[src/rtl/uart_pkg.sv]
// Shared types and constants for the 8N1 UART transceiver.
package uart_pkg;

   typedef enum logic [2:0] {
      StIdle,
      StStart,
      StData,
      StStop,
      StCleanup
   } uart_state_e;

   localparam int unsigned DATA_BITS = 8;

   // Bits needed to hold values 0..n-1; never narrower than 1.
   function automatic int unsigned clog2(input int unsigned n);
      int unsigned w;
      w = 1;
      for (int unsigned i = 1; i < 32; i++) begin
         if ((32'd1 << i) < n) w = i + 1;
      end
      return w;
   endfunction

endpackage

[src/rtl/uart_bit_timer.sv]
// Free-running bit-period counter: wraps at terminal count, flags mid-bit.
module uart_bit_timer
   import uart_pkg::*;
#(
   parameter int unsigned CLKS_PER_BIT = 87
) (
   input  logic i_clk,
   input  logic i_rst,
   input  logic i_clr,
   output logic o_tc,
   output logic o_half
);

   localparam int unsigned CW = clog2(CLKS_PER_BIT);
   localparam logic [CW-1:0] TC_VAL = CW'(CLKS_PER_BIT - 1);
   localparam logic [CW-1:0] HALF_VAL = CW'((CLKS_PER_BIT - 1) / 2);

   logic [CW-1:0] r_cnt;

   assign o_tc = (r_cnt == TC_VAL);
   assign o_half = (r_cnt == HALF_VAL);

   always_ff @(posedge i_clk or posedge i_rst) begin
      if (i_rst) begin
         r_cnt <= '0;
      end else if (i_clr || o_tc) begin
         r_cnt <= '0;
      end else begin
         r_cnt <= r_cnt + 1'b1;
      end
   end

endmodule

[src/rtl/uart_axis_xcvr.sv]
// Full-duplex 8N1 UART with an AXI-Stream master on RX and slave on TX.
module uart_axis_xcvr
   import uart_pkg::*;
#(
   parameter int unsigned CLKS_PER_BIT = 87
) (
   input  logic       i_clk,
   input  logic       i_rst,
   input  logic       i_rxd,
   output logic       o_m_axis_tvalid,
   output logic [7:0] o_m_axis_tdata,
   output logic       o_s_axis_tready,
   input  logic       i_s_axis_tvalid,
   input  logic [7:0] i_s_axis_tdata,
   output logic       o_txd,
   output logic       o_txd_busy,
   output logic       o_txd_done
);

   localparam int unsigned IW = clog2(DATA_BITS);
   localparam logic [IW-1:0] LAST_BIT = IW'(DATA_BITS - 1);

   // ---------------- RX path ----------------
   logic                 r_rxd_meta, r_rxd_sync;
   uart_state_e          r_rx_state, w_rx_state_d;
   logic                 w_rx_clr, w_rx_tc, w_rx_half, w_rx_shift, w_rx_load;
   logic [IW-1:0]        r_rx_idx;
   logic [DATA_BITS-1:0] r_rx_shreg;
   logic                 r_m_tvalid;
   logic [7:0]           r_m_tdata;

   uart_bit_timer #(
      .CLKS_PER_BIT(CLKS_PER_BIT)
   ) u_rx_timer (
      .i_clk (i_clk),
      .i_rst (i_rst),
      .i_clr (w_rx_clr),
      .o_tc  (w_rx_tc),
      .o_half(w_rx_half)
   );

   always_ff @(posedge i_clk or posedge i_rst) begin
      if (i_rst) begin
         r_rxd_meta <= 1'b1;
         r_rxd_sync <= 1'b1;
         r_rx_state <= StIdle;
      end else begin
         r_rxd_meta <= i_rxd;
         r_rxd_sync <= r_rxd_meta;
         r_rx_state <= w_rx_state_d;
      end
   end

   always_comb begin
      w_rx_state_d = r_rx_state;
      w_rx_clr     = 1'b0;
      w_rx_shift   = 1'b0;
      w_rx_load    = 1'b0;
      unique case (r_rx_state)
         StIdle: begin
            w_rx_clr = 1'b1;
            if (!r_rxd_sync) w_rx_state_d = StStart;
         end
         StStart: begin
            // A line that is high again at mid-bit was a glitch.
            if (w_rx_half) begin
               w_rx_clr     = 1'b1;
               w_rx_state_d = r_rxd_sync ? StIdle : StData;
            end
         end
         StData: begin
            if (w_rx_tc) begin
               w_rx_shift = 1'b1;
               if (r_rx_idx == LAST_BIT) w_rx_state_d = StStop;
            end
         end
         StStop: begin
            if (w_rx_tc) begin
               w_rx_load    = r_rxd_sync;
               w_rx_state_d = StCleanup;
            end
         end
         StCleanup: w_rx_state_d = StIdle;
         default:   w_rx_state_d = StIdle;
      endcase
   end

   always_ff @(posedge i_clk or posedge i_rst) begin
      if (i_rst) begin
         r_rx_idx   <= '0;
         r_rx_shreg <= '0;
         r_m_tvalid <= 1'b0;
         r_m_tdata  <= '0;
      end else begin
         r_m_tvalid <= w_rx_load;
         if (r_rx_state == StIdle) begin
            r_rx_idx <= '0;
         end else if (w_rx_shift) begin
            r_rx_idx   <= r_rx_idx + 1'b1;
            r_rx_shreg <= {r_rxd_sync, r_rx_shreg[DATA_BITS-1:1]};
         end
         if (w_rx_load) r_m_tdata <= r_rx_shreg;
      end
   end

   assign o_m_axis_tvalid = r_m_tvalid;
   assign o_m_axis_tdata  = r_m_tdata;

   // ---------------- TX path ----------------
   uart_state_e          r_tx_state, w_tx_state_d;
   logic                 r_tx_armed;
   logic [DATA_BITS-1:0] r_tx_data;
   logic [IW-1:0]        r_tx_idx;
   logic                 w_tx_clr, w_tx_tc, w_tx_half_unused, w_tx_accept;
   logic                 w_txd, w_busy, w_done;

   uart_bit_timer #(
      .CLKS_PER_BIT(CLKS_PER_BIT)
   ) u_tx_timer (
      .i_clk (i_clk),
      .i_rst (i_rst),
      .i_clr (w_tx_clr),
      .o_tc  (w_tx_tc),
      .o_half(w_tx_half_unused)
   );

   // r_tx_armed holds tready low until the first edge after reset release.
   assign o_s_axis_tready = r_tx_armed && (r_tx_state == StIdle);
   assign w_tx_accept     = i_s_axis_tvalid && o_s_axis_tready;

   always_comb begin
      w_tx_state_d = r_tx_state;
      w_tx_clr     = 1'b0;
      w_txd        = 1'b1;
      w_busy       = 1'b0;
      w_done       = 1'b0;
      unique case (r_tx_state)
         StIdle: begin
            w_tx_clr = 1'b1;
            if (w_tx_accept) w_tx_state_d = StStart;
         end
         StStart: begin
            w_txd  = 1'b0;
            w_busy = 1'b1;
            if (w_tx_tc) w_tx_state_d = StData;
         end
         StData: begin
            w_txd  = r_tx_data[r_tx_idx];
            w_busy = 1'b1;
            if (w_tx_tc && (r_tx_idx == LAST_BIT)) w_tx_state_d = StStop;
         end
         StStop: begin
            w_busy = 1'b1;
            if (w_tx_tc) w_tx_state_d = StCleanup;
         end
         StCleanup: begin
            w_done       = 1'b1;
            w_tx_state_d = StIdle;
         end
         default: w_tx_state_d = StIdle;
      endcase
   end

   always_ff @(posedge i_clk or posedge i_rst) begin
      if (i_rst) begin
         r_tx_state <= StIdle;
         r_tx_armed <= 1'b0;
         r_tx_data  <= '0;
         r_tx_idx   <= '0;
      end else begin
         r_tx_state <= w_tx_state_d;
         r_tx_armed <= 1'b1;
         if (w_tx_accept) r_tx_data <= i_s_axis_tdata;
         if (r_tx_state == StIdle) begin
            r_tx_idx <= '0;
         end else if ((r_tx_state == StData) && w_tx_tc) begin
            r_tx_idx <= r_tx_idx + 1'b1;
         end
      end
   end

   assign o_txd      = w_txd;
   assign o_txd_busy = w_busy;
   assign o_txd_done = w_done;

endmodule

[config.mk]
export PLATFORM = sky130hd
export DESIGN_NAME = uart_axis_xcvr
export DESIGN_NICKNAME = d
export VERILOG_FILES = /design/src/rtl/uart_pkg.sv /design/src/rtl/uart_bit_timer.sv /design/src/rtl/uart_axis_xcvr.sv
export SDC_FILE = /design/constraint.sdc
export NUM_CORES = 1
export LEC_CHECK = 0
export BUFFER_PORTS_ARGS = -buffer_cell sky130_fd_sc_hd__buf_4
export CAP_MARGIN = 0
export CORE_ASPECT_RATIO = 1.1
export CORE_MARGIN = 3
export CORE_UTILIZATION = 45
export DETAILED_ROUTE_END_ITERATION = 8
export RECOVER_POWER = 25
export SYNTH_ARGS = -nofsm -noshare
export SYNTH_HDL_FRONTEND = slang
export SYNTH_SLANG_ARGS = --single-unit
[constraint.sdc]
create_clock -name i_clk -period 2.7 [get_ports i_clk]
set_input_delay 0.54 -clock i_clk [delete_from_list [all_inputs] [get_ports i_clk]]
set_output_delay 0.54 -clock i_clk [all_outputs]
set_load 0.02 [all_outputs]
Word-level counts from Yosys, hierarchy flattened. Cells that the tools add are included.

Reductions and logical operators: 14. Add/sub/neg operators: 4. Order comparisons: 1. Bitwise logic cells: 1. Equal/unequal tests: 21. Multiplexer cells: 30.

Operators by type and width (count): $mux W3 (13); $pmux W3 S4 (2); $add A7 B1 Y7 const B (2); $eq A7 B7 Y1 const B (2); $mux W7 (2); $eq A3 B2 Y1 const B (4); $ne A2 B1 Y1 const B (5); $eq A3 B3 Y1 const B (3); $mux W1 (9); $ne A2 B2 Y1 const B (4); $eq A7 B6 Y1 const B (1); $add A3 B1 Y3 const B (2); $eq A3 B1 Y1 const B (2); $logic_not A3 Y1 (2); $reduce_and A5 Y1 (1); $logic_and A1 B1 Y1 (4); $lt A3 B4 Y1 const B (1); $pmux W1 S2 (2); $reduce_and A4 Y1 (1); $reduce_bool A2 Y1 (2); $bmux W1 S3 (1); $reduce_or A3 Y1 (1); $logic_or A1 B1 Y1 (2); $mux W2 (1); 2 further kinds (2).

Input bits: 12. Output and inout bits: 13. Register bits: 54. Word-level logic and storage cells: 84.

Longest topological paths before layout.
Depth after elaboration: 5. Mapped depth: 7. Gate-level depth less buffers: 6.

Hierarchy. A second synthesis with hierarchy kept.

Cell total of the unflattened synthesis: 207. Area total of the unflattened synthesis: 2481.1 µm².

By module, submodules not included: uart_axis_xcvr (cells an instance 137, area each 1780.5 µm², instances 1, sequential area each 1003.5 µm²); uart_bit_timer (cells an instance 35, area each 350.3 µm², instances 2, sequential area each 175.2 µm²).

Worst setup path before layout. OpenSTA, ideal clock, no wires.

Kind: flip-flop to output port. Start: register r_tx_state[1]. End: output o_s_axis_tready. Buffers on the path: 1. Stages on the path, launching flop included: 3. Setup slack: 791 ps. Arrival time: 1369 ps. Data required time: 2160 ps. Cells stage by stage: dfrtp_1 -> clkbuf_1 -> nor4b_1.

Word-level cells in the longest chain between the ends: 2.

RTL lines: from (decl) (RTL line uart_axis_xcvr.sv:110) `uart_state_e r_tx_state, w_tx_state_d;`; from (signal assigned) (RTL line uart_axis_xcvr.sv:166) `r_tx_state <= StIdle;`; from (signal assigned) (RTL line uart_axis_xcvr.sv:171) `r_tx_state <= w_tx_state_d;`; $logic_not A3 Y1 (RTL line uart_axis_xcvr.sv:128) `assign o_s_axis_tready = r_tx_armed && (r_tx_state == StIdle);`; $logic_and A1 B1 Y1 (RTL line uart_axis_xcvr.sv:128); to (decl) (RTL line uart_axis_xcvr.sv:12) `output logic o_s_axis_tready,`.

Every way passes these cells.

Final worst setup path.
Start: register r_tx_idx[1]. End: output o_txd.

Word-level cells in the longest chain between the ends: 3.

RTL lines: from (decl) (RTL line uart_axis_xcvr.sv:113) `logic [IW-1:0] r_tx_idx;`; from (signal assigned) (RTL line uart_axis_xcvr.sv:177) `r_tx_idx <= r_tx_idx + 1'b1;`; $bmux W1 S3 (RTL line uart_axis_xcvr.sv:148) `w_txd = r_tx_data[r_tx_idx];`; $mux W1 (not written as such) (RTL line uart_axis_xcvr.sv:148); $pmux W1 S2 (RTL line uart_axis_xcvr.sv:137) `unique case (r_tx_state)`; to (decl) (RTL line uart_axis_xcvr.sv:15) `output logic o_txd,`.

Every way passes these cells. The select of a mux whose other input is x is not followed.

==> reports/results.ini <==
[timing]
grt_setup_unrepaired = false
finalSetupTns_ps = 0
slew_headroom_pct = 14.2
fin_crit_ps = 2260
min_period_over_period_pct = 83.7
setup_ws_ps = 440
setup_violations = 0
fin_skew_ps = 9.91
hold_viol = 0
fmax_mhz = 442
maxSlewViolCount = 0
tightest_slew_ps = 1290

[yosys]
yosys_warnings = 0
syn_avg_cell_area_um2 = 12.5
synth_nets = 217
syn_area_um2 = 2460
syn-instance-count = 197
yosys.cell_types.count = 41
ys_seq_area_share_pct = 55.0
ys_seq_elements = 54

[route]
routed_via_density = 5.22
num_vias = 1545
wire_per_inst_um = 13.7
drt-pass1-iter-count = 4
drt-initial-drc-count = 42
wirelength_um = 4040
antenna_left = 0
drc_errors = 0

[cells_and_area]
nFillCells = 467
final-seq-area_um2 = 1350
area_growth_pct = 13.8
multi_input_area_um2 = 1050
finalNetCount = 243
final_common_cell = dfrtp_1
layout_common_cells = dfrtp_1, mux2_2, nor2_1, buf_4, nand3_1
antennaDiodeCount = 0
layout-drive-gt1-share_pct = 30.4

[clock_network]
cts_buffer_depth = 2
cts_tree = built
clk_latency_ps = 300
clock-sinks = 54
cts_buffers = 5
root_buffer = clkbuf_8
hold_buffers = 0
ctsResizeCount = 0
clk_pin_slew_ps = 90
postCtsSetupBuffers = 0
htreeDepth = 2

[place]
dp_hpwl_um = 2850
gp_congestion = 0.787
place_ws_ps = 596
port_buffers = 24

[global_routing]
grt-ovfl-total = 0
use_met1_pct = 16.4
grt_usage_pct = 13.8
grt_pass1_vias = 1603
grt_max_degree = 55
top_usage_layer = met2
use_met2_pct = 24.1
met3_usage_pct = 3.78
antenna_found_initial = 0
grt_pass1_wl_um = 7240

[floorplanning]
initial_core_util_pct = 48.0
die-area_um2 = 6400
dieHeight_um = 83.6
die_w_um = 76.5
ios = 25
num_rows = 27
core_area_um2 = 5130

[pwr]
peakVddDrop_mv = 0.324
leakagePower_nw = 1.33
p_per_area_nw_per_um2 = 613

[setup_path]
end_kind = primary output
required_ps = 2160
max_stage_delay_ps = 530
path_buf_inv = 1
slowest_stage = mux4_2
path_max_fanout = 4
critical_path_class = reg2out
worstPathArrival_ps = 1720
start_kind = flop
path_cells = mux4_2 -> mux2i_1 -> a31oi_1 -> buf_4
crit_family = multiplexers

[min_path]
min_path_type = in2reg

[status]
status = complete, no violations

[run]
cap_violations = 0

[worst paths after layout]
path                       slack (ps)                            end  cells after the start                          start
setup / recovery                  440                          o_txd                      4        r_tx_idx[1]$_DFFE_PP0P_
hold / removal                    340           r_rxd_meta$_DFF_PP1_                      1                          i_rxd
setup reg to reg                  600  o_m_axis_tdata[7]$_DFFE_PP0P_                      6  u_rx_timer.r_cnt[0]$_DFF_PP0_
hold reg to reg                   360           r_rxd_sync$_DFF_PP1_                      0           r_rxd_meta$_DFF_PP1_
max in group asynchronous        1240      r_rx_shreg[6]$_DFFE_PP0P_                      3                          i_rst
min in group asynchronous         670      o_m_axis_tvalid$_DFF_PP0_                      3                          i_rst
[final cells by class]
| cell class | instances | share of cell area (%) |
|---|---|---|
| Clock inverter | 1 | 0.178 |
| Timing Repair Buffer | 25 | 6.60 |
| Inverter | 8 | 1.07 |
| Sequential cell | 54 | 48.3 |
| Multi-Input combinational cell | 129 | 37.6 |
| Tap cell | 72 | 3.21 |
| Clock buffer | 7 | 3.08 |
[report_power, final]
part           leakage, nW  switching, mW  internal, mW  total (mW)
logic                0.580          0.129         0.141       0.270
clock network       0.0482          0.242         0.207       0.450
registers            0.705         0.0967         0.902       0.999
total                 1.33          0.468          1.25        1.72
[cell usage after synthesis (all sizes together)]
| cell type | count | area (um2) |
|---|---|---|
| nor3b | 1 | 7.51 |
| dfstp | 2 | 52.6 |
| nand4 | 3 | 33.8 |
| nand3 | 16 | 97.6 |
| o22ai | 1 | 6.26 |
| o21ai | 4 | 20.0 |
| xor2 | 4 | 35.0 |
| clkbuf | 5 | 18.8 |
| mux4 | 2 | 45.0 |
| o41a | 1 | 12.5 |
| or4 | 2 | 15.0 |
| xnor2 | 7 | 61.3 |
| nor4b | 1 | 8.76 |
| nor2 | 23 | 86.3 |
| nand2 | 5 | 18.8 |
| a31oi | 1 | 6.26 |
| and4 | 1 | 8.76 |
| o31ai | 2 | 28.8 |
| nand4b | 1 | 8.76 |
| a311oi | 2 | 17.5 |
| o2bb2ai | 1 | 8.76 |
| mux2i | 3 | 30.0 |
| buf | 1 | 7.51 |
| conb | 1 | 3.75 |
| and4b | 1 | 10.0 |
| a21oi | 1 | 5.00 |
| and2 | 1 | 6.26 |
| and4bb | 2 | 25.0 |
| and3 | 4 | 25.0 |
| nor2b | 2 | 12.5 |
| a21boi | 1 | 7.51 |
| nor4 | 1 | 21.3 |
| mux2 | 24 | 270 |
| ha | 8 | 100 |
| dfrtp | 52 | 1300 |
| nor3 | 2 | 10.0 |
| inv | 8 | 30.0 |
[cells by family after synthesis]
kind of cell | after synthesis | synth area share [%]
simple gates | 66 | 16.0
flops | 54 | 55.0
mux | 29 | 14.0
compound gates | 14 | 4.57
buf+inv | 14 | 2.29
xor+xnor | 11 | 3.91
fa+ha+maj | 8 | 4.06
other cells | 1 | 0.152
[registers in the layout, summed over array words and instances (netlist names)]
name              cells
r_rx_shreg            8
o_m_axis_tdata        8
u_rx_timer.r_cnt      7
r_rx_idx              3
u_tx_timer.r_cnt      7
r_tx_idx              3
r_tx_state            3
r_tx_armed            1
r_rxd_sync            1
o_m_axis_tvalid       1
r_rx_state            3
r_rxd_meta            1
r_tx_data             8
[per-layer routing]
metal	up-vias	share of wire [%]	wire length, um
met5	-	0	0
met4	0	1.5	62
met3	6	3.5	140
met2	25	53	2150
met1	763	42	1690
li1	751	-	-
[stage by stage]
step                instance area, um2  power (mW)  util [%]  hold WS, ps  instances
floorplan                         2460        1.21         -          345        197
global placement                  2730        1.28      53.1          348        288
detailed placement                2730        1.29      53.1          352        288
CTS                               2820        1.75      54.9          294        296
global route                      2800        1.83      54.6          322        296
finish                            2800        1.72      54.6          344        296
(Power assumes the default switching activity.)
